$ cat src/rtl/cc_gen_reg_pkg.sv
// LC-3b shared datapath types and condition-code constants.
// Exports: lc3b_word, lc3b_nzp, CC_N, CC_Z, CC_P.
package lc3b_types;

    typedef logic [15:0] lc3b_word;
    typedef logic [2:0]  lc3b_nzp;

    localparam lc3b_nzp CC_N = 3'b100;
    localparam lc3b_nzp CC_Z = 3'b010;
    localparam lc3b_nzp CC_P = 3'b001;

endpackage

$ cat src/rtl/cc_gen_reg_nzp_gen.sv
// Combinational N/Z/P generator for a 16-bit result.
// Ports: data (lc3b_word) in, nzp (one-hot lc3b_nzp) out.
module nzp_gen
    import lc3b_types::*;
(
    input  lc3b_word data,
    output lc3b_nzp  nzp
);

    always_comb begin
        nzp = CC_P;
        unique case (1'b1)
            data[15]:          nzp = CC_N;
            (data == 16'h0000): nzp = CC_Z;
            default:           nzp = CC_P;
        endcase
    end

endmodule

$ cat src/rtl/cc_gen_reg.sv
// Condition-code register with forwarding and in-flight writer tracking.
// Ports: clk, reset (sync, high), cc_data, load_cc, cc_claim, cc_flush ->
//        nzp_cc, nzp_fwd, cc_ready, pending, cc_err.
module cc_gen_reg
    import lc3b_types::*;
#(
    parameter int      MAX_INFLIGHT = 3,
    parameter lc3b_nzp RESET_CC     = 3'b010,
    localparam int     PW           = $clog2(MAX_INFLIGHT + 1)
) (
    input  logic          clk,
    input  logic          reset,
    input  lc3b_word      cc_data,
    input  logic          load_cc,
    input  logic          cc_claim,
    input  logic          cc_flush,
    output lc3b_nzp       nzp_cc,
    output lc3b_nzp       nzp_fwd,
    output logic          cc_ready,
    output logic [PW-1:0] pending,
    output logic          cc_err
);

    localparam logic [PW-1:0] MAX_P = PW'(MAX_INFLIGHT);
    localparam logic [PW-1:0] ONE_P = PW'(1);

    lc3b_nzp gen_nzp;

    nzp_gen u_nzp_gen (
        .data (cc_data),
        .nzp  (gen_nzp)
    );

    always_ff @(posedge clk) begin
        if (reset) begin
            nzp_cc <= RESET_CC;
        end else if (load_cc) begin
            nzp_cc <= gen_nzp;
        end
    end

    // Claim+load together is a retire and an issue in one cycle: net zero.
    always_ff @(posedge clk) begin
        if (reset) begin
            pending <= '0;
            cc_err  <= 1'b0;
        end else if (cc_flush) begin
            pending <= '0;
        end else if (cc_claim && !load_cc) begin
            if (pending == MAX_P) begin
                cc_err <= 1'b1;
            end else begin
                pending <= pending + ONE_P;
            end
        end else if (load_cc && !cc_claim) begin
            if (pending != '0) begin
                pending <= pending - ONE_P;
            end
        end
    end

    assign nzp_fwd = load_cc ? gen_nzp : nzp_cc;

    // Last outstanding writer landing now is consumable through nzp_fwd.
    assign cc_ready = !cc_claim &&
                      ((pending == '0) ||
                       ((pending == ONE_P) && load_cc));

endmodule
$ cat config.mk
export PLATFORM = sky130hd
export DESIGN_NAME = cc_gen_reg
export DESIGN_NICKNAME = d
export VERILOG_FILES = /design/src/rtl/cc_gen_reg_pkg.sv /design/src/rtl/cc_gen_reg_nzp_gen.sv /design/src/rtl/cc_gen_reg.sv
export SDC_FILE = /design/constraint.sdc
export NUM_CORES = 1
export LEC_CHECK = 0
export CAP_MARGIN = 10
export CORE_AREA = 5 5 42 44
export DETAILED_ROUTE_END_ITERATION = 12
export DIE_AREA = 0 0 47 49
export GPL_TIMING_DRIVEN = 0
export PLACE_DENSITY = 0.72
export SLEW_MARGIN = 0
export SYNTH_ARGS = -nofsm -noshare
export SYNTH_HDL_FRONTEND = slang
export SYNTH_SLANG_ARGS = --single-unit
$ cat constraint.sdc
create_clock -name clk -period 1.8 [get_ports clk]
set_input_delay 0.36 -clock clk [delete_from_list [all_inputs] [get_ports clk]]
set_output_delay 0.36 -clock clk [all_outputs]
set_load 0.02 [all_outputs]
* Word-level counts from Yosys, hierarchy flattened
Cells that the tools add are included.
** Word-level totals
- Flip-flop bits (word level) :: 6
- Latch bits :: 0
- Memory bits (writable) :: 0
- Memory bits (read-only) :: 0
- Input bits :: 21
- Word-level logic and storage cells :: 30
- Memories :: 0
** Cells by class
- Add/sub/neg operators :: 2
- Multipliers :: 0
- Div/mod/pow operators :: 0
- $lt $le $gt $ge :: 0
- Eq/ne operators :: 3
- Shifts and indexed selects :: 0
- Multiplexer cells :: 6
- Bitwise operators :: 1
- Reductions and logical operators :: 15
** Operators by type and width (number)
- 16-bit logical NOT :: 1
- 2-bit 2-to-1 mux :: 4
- 3-bit case mux with 2 select lines :: 1
- 3-bit AND reduction :: 2
- 2-bit nonzero test :: 3
- 1-bit logical AND :: 4
- 3-bit 2-to-1 mux :: 1
- 2-bit by 1-bit adder with 2-bit output (second input constant) :: 1
- 2-bit by 1-bit equality test with 1-bit output (second input constant) :: 1
- 2-bit equality test (second input constant) :: 1
- 1-bit logical NOT :: 2
- 2-bit logical NOT :: 1
- 2-bit inequality test (second input constant) :: 1
- 2-bit OR reduction :: 1
- 2-bit by 1-bit subtractor with 2-bit output (second input constant) :: 1
- 1-bit logical OR :: 1
- 1-bit NOT :: 1

* Logic depth before layout (Yosys ltp)
Gate-level depths: netlist of the first run.
- Depth after elaboration :: 4
- Gate-level depth with buffers :: 6
- Depth with buffers taken out :: 5

* Hierarchy
From an unflattened synthesis of the first run, not the netlist that was laid out.
** Second synthesis, totals
- Cell total of the unflattened synthesis :: 40
- Area total of the unflattened synthesis :: 367.9 sq um
** Modules (own cells, without submodules)
- cc_gen_reg :: times used 1, cells an instance 33, area each 321.6 sq um, seq. area each 120.1 sq um
- nzp_gen :: times used 1, cells an instance 7, area each 46.3 sq um, seq. area each 0.0 sq um

* Worst setup path after synthesis of the first run
Ideal clock, no wire load.
- Path kind :: input port to flip-flop
- Start :: input port load_cc
- End :: register pending[1]
- Arrival :: 1.557 ns
- Data required time :: 1.730 ns
- Path slack :: 0.173 ns
- Cell stages on the path :: 6
- Path through :: buf_2 > inv_1 > ha_1 > mux2_4 > or3_1 > a21oi_1
** On the way
- Cells in the longest elaborated chain, start to end :: 4
- Elaborated cells on any way between the ends :: 8
** RTL lines
- from (decl) :: RTL line cc_gen_reg.sv:14 : input logic load_cc,
- 1-bit logical NOT :: RTL line cc_gen_reg.sv:49 : end else if (cc_claim && !load_cc) begin
- 1-bit logical AND :: RTL line cc_gen_reg.sv:49
- 2-bit inequality test (no line) / 2-bit nonzero test (equally long branches)
- 3-bit AND reduction (no line)
- to (signal assigned) :: RTL line cc_gen_reg.sv:53 : pending <= pending + ONE_P;
- to (signal assigned) :: RTL line cc_gen_reg.sv:57 : pending <= pending - ONE_P;
- to (decl) :: RTL line cc_gen_reg.sv:20 : output logic [PW-1:0] pending,
Parallel ways exist; a longest one is shown, timed or not.
A chain may end at the register's enable or synchronous reset.

* Worst setup path after layout of the first run
- Start :: input port cc_data[6]
- End :: output port nzp_fwd[1]
** On the way
- Cells in the longest elaborated chain, start to end :: 3
** RTL lines
- from (decl) :: RTL line cc_gen_reg.sv:13 : input lc3b_word cc_data,
- 16-bit logical NOT :: RTL line cc_gen_reg_nzp_gen.sv:14 : (data == 16'h0000): nzp = CC_Z;
- 3-bit case mux with 2 select lines :: RTL line cc_gen_reg_nzp_gen.sv:12 : unique case (1'b1)
- 3-bit 2-to-1 mux
- to (decl) :: RTL line cc_gen_reg.sv:18 : output lc3b_nzp nzp_fwd,
Every way passes these cells.

==> metrics.txt, run 1 <==
count of pins over their slew limit 0; Post-Syn Instances 43; fin cells 92; overflow left after global routing 0; f_max about 560 MHz; gpl congestion about 0.65; H-tree levels 1; Root Buffer clkbuf_4; Post-route DRC 0; Starting Density a little over a quarter; Power Density 542.0 nW/um^2; vias in the first global route approximately 430; largest net degree at the start of global routing 10; Synth area leader dfxtp_1; final WL 1155 microns; IO buf count 29; Psw 0.0001083 W; Slew HR just over 80%; num ports 31; combinational power share 29.5%; Final Hold Viols 0; first-pass GRT wire length around 1900 microns; Layout Skew ~4.1 ps; initial antenna violation count 0; clock latency on the worst-skew pair about 250 ps; Slew @ Worst Pin about 260 ps; cts bufs inserted 3; Avg Cell Area, Syn slightly below 9 sq um; post-synth net total 68; Die W ~47 microns; share of cells above drive strength 1 21.05%; MaxCap Viol Count 0; Setup Crit Path Kind in2out; post-synthesis sequential area ratio ~32%; Total Power between 0.0003 and 0.0004 W; Hold-fix buffers, CTS 0; Int Pwr about 0.00028 W; share of the synthesized area in the top cell type approximately a third; Fillers between 100 and 150; Synth Warn # 0; detailed placer's ending HPWL about 870 microns; clk buf depth 2; gr usage total 10.93%; Placed Cells 88; Core Rows 14; area grow syn2layout 90.00%; Die H 49 microns; Tmin final 1776 ps; synth top area cells dfxtp_1 32%, ha_1 13%, nor4_1 6.7%; Lkg Pwr approximately 0.34 nW; First-pass DRT Iterations 4; Nets a little over 100; Clock Sinks 6; Detailed Route Iter0 Violations 4; Reg power frac approximately 37%; DR vias/cell approximately 4.7; CP arrival 1420 ps; CTS tree yes; CP Launch Type input port; n_diodes 0; CP Data Required Time approximately 1400 ps; post-synth cell types 21; Clock power frac between 30% and 40%; status complete, no violations; Placeable Area approximately 1400 sq um; die area roughly 2300 sq um; # setup viols final 0; critical path fanouts, max 3; Sw Ratio 28.02%; routed via count 431; Clock transition at path regs about 50 ps; synthesis-stage register bit count 6; post-route ant nets 0; Hold WC Path Type in2reg; maximum VDD drop between 300 and 400 uV; post-route clock period utilization a little over nine tenths; synthesized area about 380 sq um; Avg WL per Cell around 13 microns; CP Capture Type output pin
## state kept, by name, summed over array words and instances (netlist names)
name / count
pending: 2
cc_err: 1
nzp_cc: 3
## power by group through the flow
| stage | sequential (W) | combinational, W | clock, W |
|---|---|---|---|
| after global placement | 0.000145 | 0.000124 | 0 |
| after detailed placement | 0.000146 | 0.000125 | 0 |
| after CTS | 0.000143 | 0.000113 | 0.000136 |
| final | 0.000143 | 0.000114 | 0.000129 |
| after floorplan | 0.000152 | 0.0000440 | 0 |
| after global routing | 0.000144 | 0.000124 | 0.000147 |
## kinds of logic after synthesis
logic type                 Yosys count  share of synthesized area [%]
and+or+nand+nor                     14                          22.67
AOI/OAI and AO/OA                   10                          16.34
buffers and inverters                6                          6.333
DFF                                  6                          32.00
adders and majority gates            4                          13.33
muxes                                2                          6.999
xor gates and xnor gates             1                          2.334
## routing by layer
layer	vias to the layer above	GRT usage (%)	routed length (microns)
met2	13	15.61	593
met5	-	0	0
met1	196	14.79	474
li1	222	-	-
met3	0	5.904	88
met4	0	1.382	0
## Yosys cell counts
cell type / number
xor2_1: 1
dfxtp_1: 6
nor2b_1: 2
o22ai_1: 1
or2_2: 1
inv_1: 5
a211o_1: 1
a21o_1: 1
and4_1: 1
mux2_4: 1
nor4_1: 4
or3_1: 3
nor2_1: 2
a21oi_1: 3
o31ai_1: 1
mux2_2: 1
a31oi_1: 1
buf_2: 1
nand2b_1: 1
ha_1: 4
o21ai_0: 2
## metrics by stage
| step | util [%] | hold slack [ps] | TNS [ps] | worst slack (ps) | area (sq um) |
|---|---|---|---|---|---|
| 2_1_floorplan | - | 431.6 | 0 | 173.3 | 375.4 |
| 3_3_place_gp | 48.93 | 466.7 | -1739 | -649.6 | 685.7 |
| 3_5_place_dp | 48.93 | 466.7 | -1805 | -678.3 | 685.7 |
| 4_1_cts | 49.64 | 446.4 | 0 | 5.221 | 695.7 |
| 5_1_grt | 50.89 | 473.1 | -64.41 | -33.26 | 713.2 |
| 6_report | 50.89 | 454.2 | 0 | 23.74 | 713.2 |
## layout make-up
| class | instances | area, sq um | share of cell area [%] |
|---|---|---|---|
| repair buffers | 30 | 274.0 | 38.42 |
| multi-input cells | 31 | 250.2 | 35.09 |
| flip-flops and latches | 6 | 122.6 | 17.19 |
| clock buffers | 3 | 22.52 | 3.158 |
| well taps | 16 | 20.02 | 2.807 |
| inverters | 5 | 18.77 | 2.632 |
| plain buffers | 1 | 5.005 | 0.7018 |
## path summary, 6_finish.rpt
kind                                  from          to  slack, ps  cells past startpoint
worst max register to register  pending[0]  pending[1]        340                      5
worst min-delay path               load_cc   nzp_cc[1]        450                      2
worst max-delay path            cc_data[6]  nzp_fwd[1]         20                      5
worst min register to register  pending[1]  pending[1]        490                      2
## cell usage in the layout, fill, tap and decap left out, types with 3 or more instances in the layout
cell type / instances
dfxtp_1: 4
clkdlybuf4s50_1: 9
dlygate4sd2_1: 16
inv_1: 5
nor4_2: 3
ha_1: 4
or3_1: 3
clkbuf_4: 3
a21oi_1: 3
## critical path: stages
cell and delay, ps:
dlygate4sd2_1 240, nor4_2 300, and4_1 270, a21o_1 140
buf_6 110
## timing repair
item / in CTS / in global routing
setup buffers: 1 / 0
gates resized for setup: 28 / 8
pin swaps: 6 / 4
endpoints found under the setup margin: 4 / 4
Note: power is estimated with default switching activity, not from simulation.
==> inputs of run 2 (changes only) <==
- SETUP_SLACK_MARGIN: default -> 0.2
==> metrics.txt, run 2 (synthesized netlist as in run 1, its figures left out) <==
status complete, no violations; CP Capture Type output pin; first-pass GRT wire length ~1900 microns; gpl congestion around 0.63; die area roughly 2300 sq um; Slew HR a little over four fifths; Starting Density a little over a quarter; CTS tree yes; combinational power share between 30% and 40%; Psw roughly 0.00011 W; MaxCap Viol Count 0; placed cell areas 688.2 sq um; Root Buffer clkbuf_4; RSZ-0062 raised after global routing true; CP Data Required Time between 1000 and 1500 ps; Die W roughly 47 microns; post-route ant nets 0; routed via count ~420; Power Density 535.5 nW/um^2; max FFs per register 3; count of pins over their slew limit 0; CP Launch Type input port; Sw Ratio between 20 and 30%; Tmin final between 1500 and 2000 ps; Layout Skew ~4.9 ps; IO buf count 29; area grow syn2layout 95.00%; Clock transition at path regs 50 ps; H-tree levels 1; f_max slightly above 600 MHz; cts bufs inserted 3; detailed placer's ending HPWL between 900 and 1000 microns; CP cell instances buf_2 -> nor4_4 -> and4_4 -> a21o_1 -> buf_6; Nets 103; Post-Route M1 WL 542 microns; Detailed Route Iter0 Violations 6; Slew @ Worst Pin roughly 230 ps; Post-route DRC 0; Highest Signal Layer met3; overflow left after global routing 0; highest-count cells in the layout ignoring fill and taps 11 x buf_2, 7 x clkdlybuf4s50_1, 6 x buf_6, 5 x inv_1; initial antenna violation count 0; commonest non-fill, non-tap cell in the layout buf_2; gr usage total between 10% and 20%; clock latency on the worst-skew pair between 200 and 250 ps; Total Power ~0.00039 W; fin cells between 90 and 100; DR WL met2 about 600 microns; CP arrival between 1000 and 1500 ps; num ports 31; Placed Cells about 90; n_diodes 0; DR vias/cell approximately 4.6; post-route clock period utilization approximately nine tenths; Clock Sinks 6; Clock power frac approximately 31%; critical path fanouts, max 3; CP peak stage delay approximately 280 ps; met3 wire length ~52 microns; CP Buf/Inv Count 2; Hold WC Path Type in2reg; Hold-fix buffers, CTS 0; highest-delay cell along the critical path and4_4; Avg WL per Cell ~13 microns; fin util 52.23%; Final Hold Viols 0; Fillers about 140; top flop regs nzp_cc: 3 flops, pending: 2 flops, cc_err: 1 flops; Placeable Area 1401 sq um; Reg with most FFs nzp_cc; share of cells above drive strength 1 46.05%; # setup viols final 0; First-pass DRT Iterations 2; Top delay family on crit path simple AND/OR/NAND/NOR gates; clk buf depth 2; Reg power frac between 30% and 40%; maximum VDD drop around 370 uV; vias in the first global route between 400 and 500; Lkg Pwr 0.3403 nW; Die H 49 microns; Int Pwr between 0.0002 and 0.0003 W; final WL 1194 microns; largest net degree at the start of global routing 10; Core Rows 14; final instance area roughly 730 sq um; Setup Crit Path Kind in2out
==> run 2: cell count changes in the layout (fill, tap and decap cells not counted), sizes merged <==
cell	previous run	this run
buf	4	18
dlygate4sd2	16	2
clkdlybuf4s50	9	7
clkbuf	4	5
clkdlybuf4s15	0	1
==> run 2: final cells by class <==
class                      count  area [sq um]  share of cell area [%]
buffer                         1         7.507                   1.026
clock buffer                   3         22.52                   3.077
inverter                       5         18.77                   2.564
multi-input combinational     31         295.3                   40.34
sequential                     6         122.6                   16.75
tap                           16         20.02                   2.735
timing repair buffer          30         245.2                   33.50
==> run 2: power by group through the flow <==
stage / logic [W] / clock network, W / registers (W)
after floorplan: 0.0000446 / 0 / 0.000152
after global placement: 0.000125 / 0 / 0.000145
after detailed placement: 0.000126 / 0 / 0.000145
after CTS: 0.000117 / 0.000128 / 0.000143
after global routing: 0.000136 / 0.000138 / 0.000144
final: 0.000126 / 0.000123 / 0.000143
==> run 2: stage by stage <==
step	setup slack [ps]	hold slack, ps	setup TNS [ps]
after detailed placement	-659.1	461.9	-1748
after global placement	-634.0	464.1	-1663
final	175.4	445.3	0
after floorplan	211.4	431.6	0
after global routing	131.8	468.7	0
after CTS	162.4	475.7	0
==> run 2: final timing paths <==
kind | start | endpoint | slack [ps] | cells after the start
setup / recovery | cc_data[9] | nzp_fwd[1] | 180 | 5
hold / removal | cc_data[15] | nzp_cc[0] | 450 | 3
hold reg to reg | cc_err | cc_err | 480 | 2
setup reg to reg | pending[0] | pending[1] | 340 | 5
==> run 2: worst reg2reg max path, delay by kind of cell, from the launching register on <==
family | cells | cell delay, ps
adder cells (fa/ha/maj) | 1 | 200
flip-flops | 1 | 360
buffers and inverters | 1 | 50
multiplexers | 1 | 290
AND/OR/NAND/NOR | 1 | 340
AO/OA/AOI/OAI | 1 | 150
==> run 2: repair_timing <==
item	CTS	global route
endpoints found under the setup margin	7	5
resized for setup	72	17
buffers inserted	1	0
pin swaps	7	5
==> run 2: per-layer routing <==
metal  up-vias  global-route usage, %
met3         0                  2.583
met2         9                  16.06
met1       189                  15.27
li1        225                      -
met5         -                      0
met4         0                  3.687
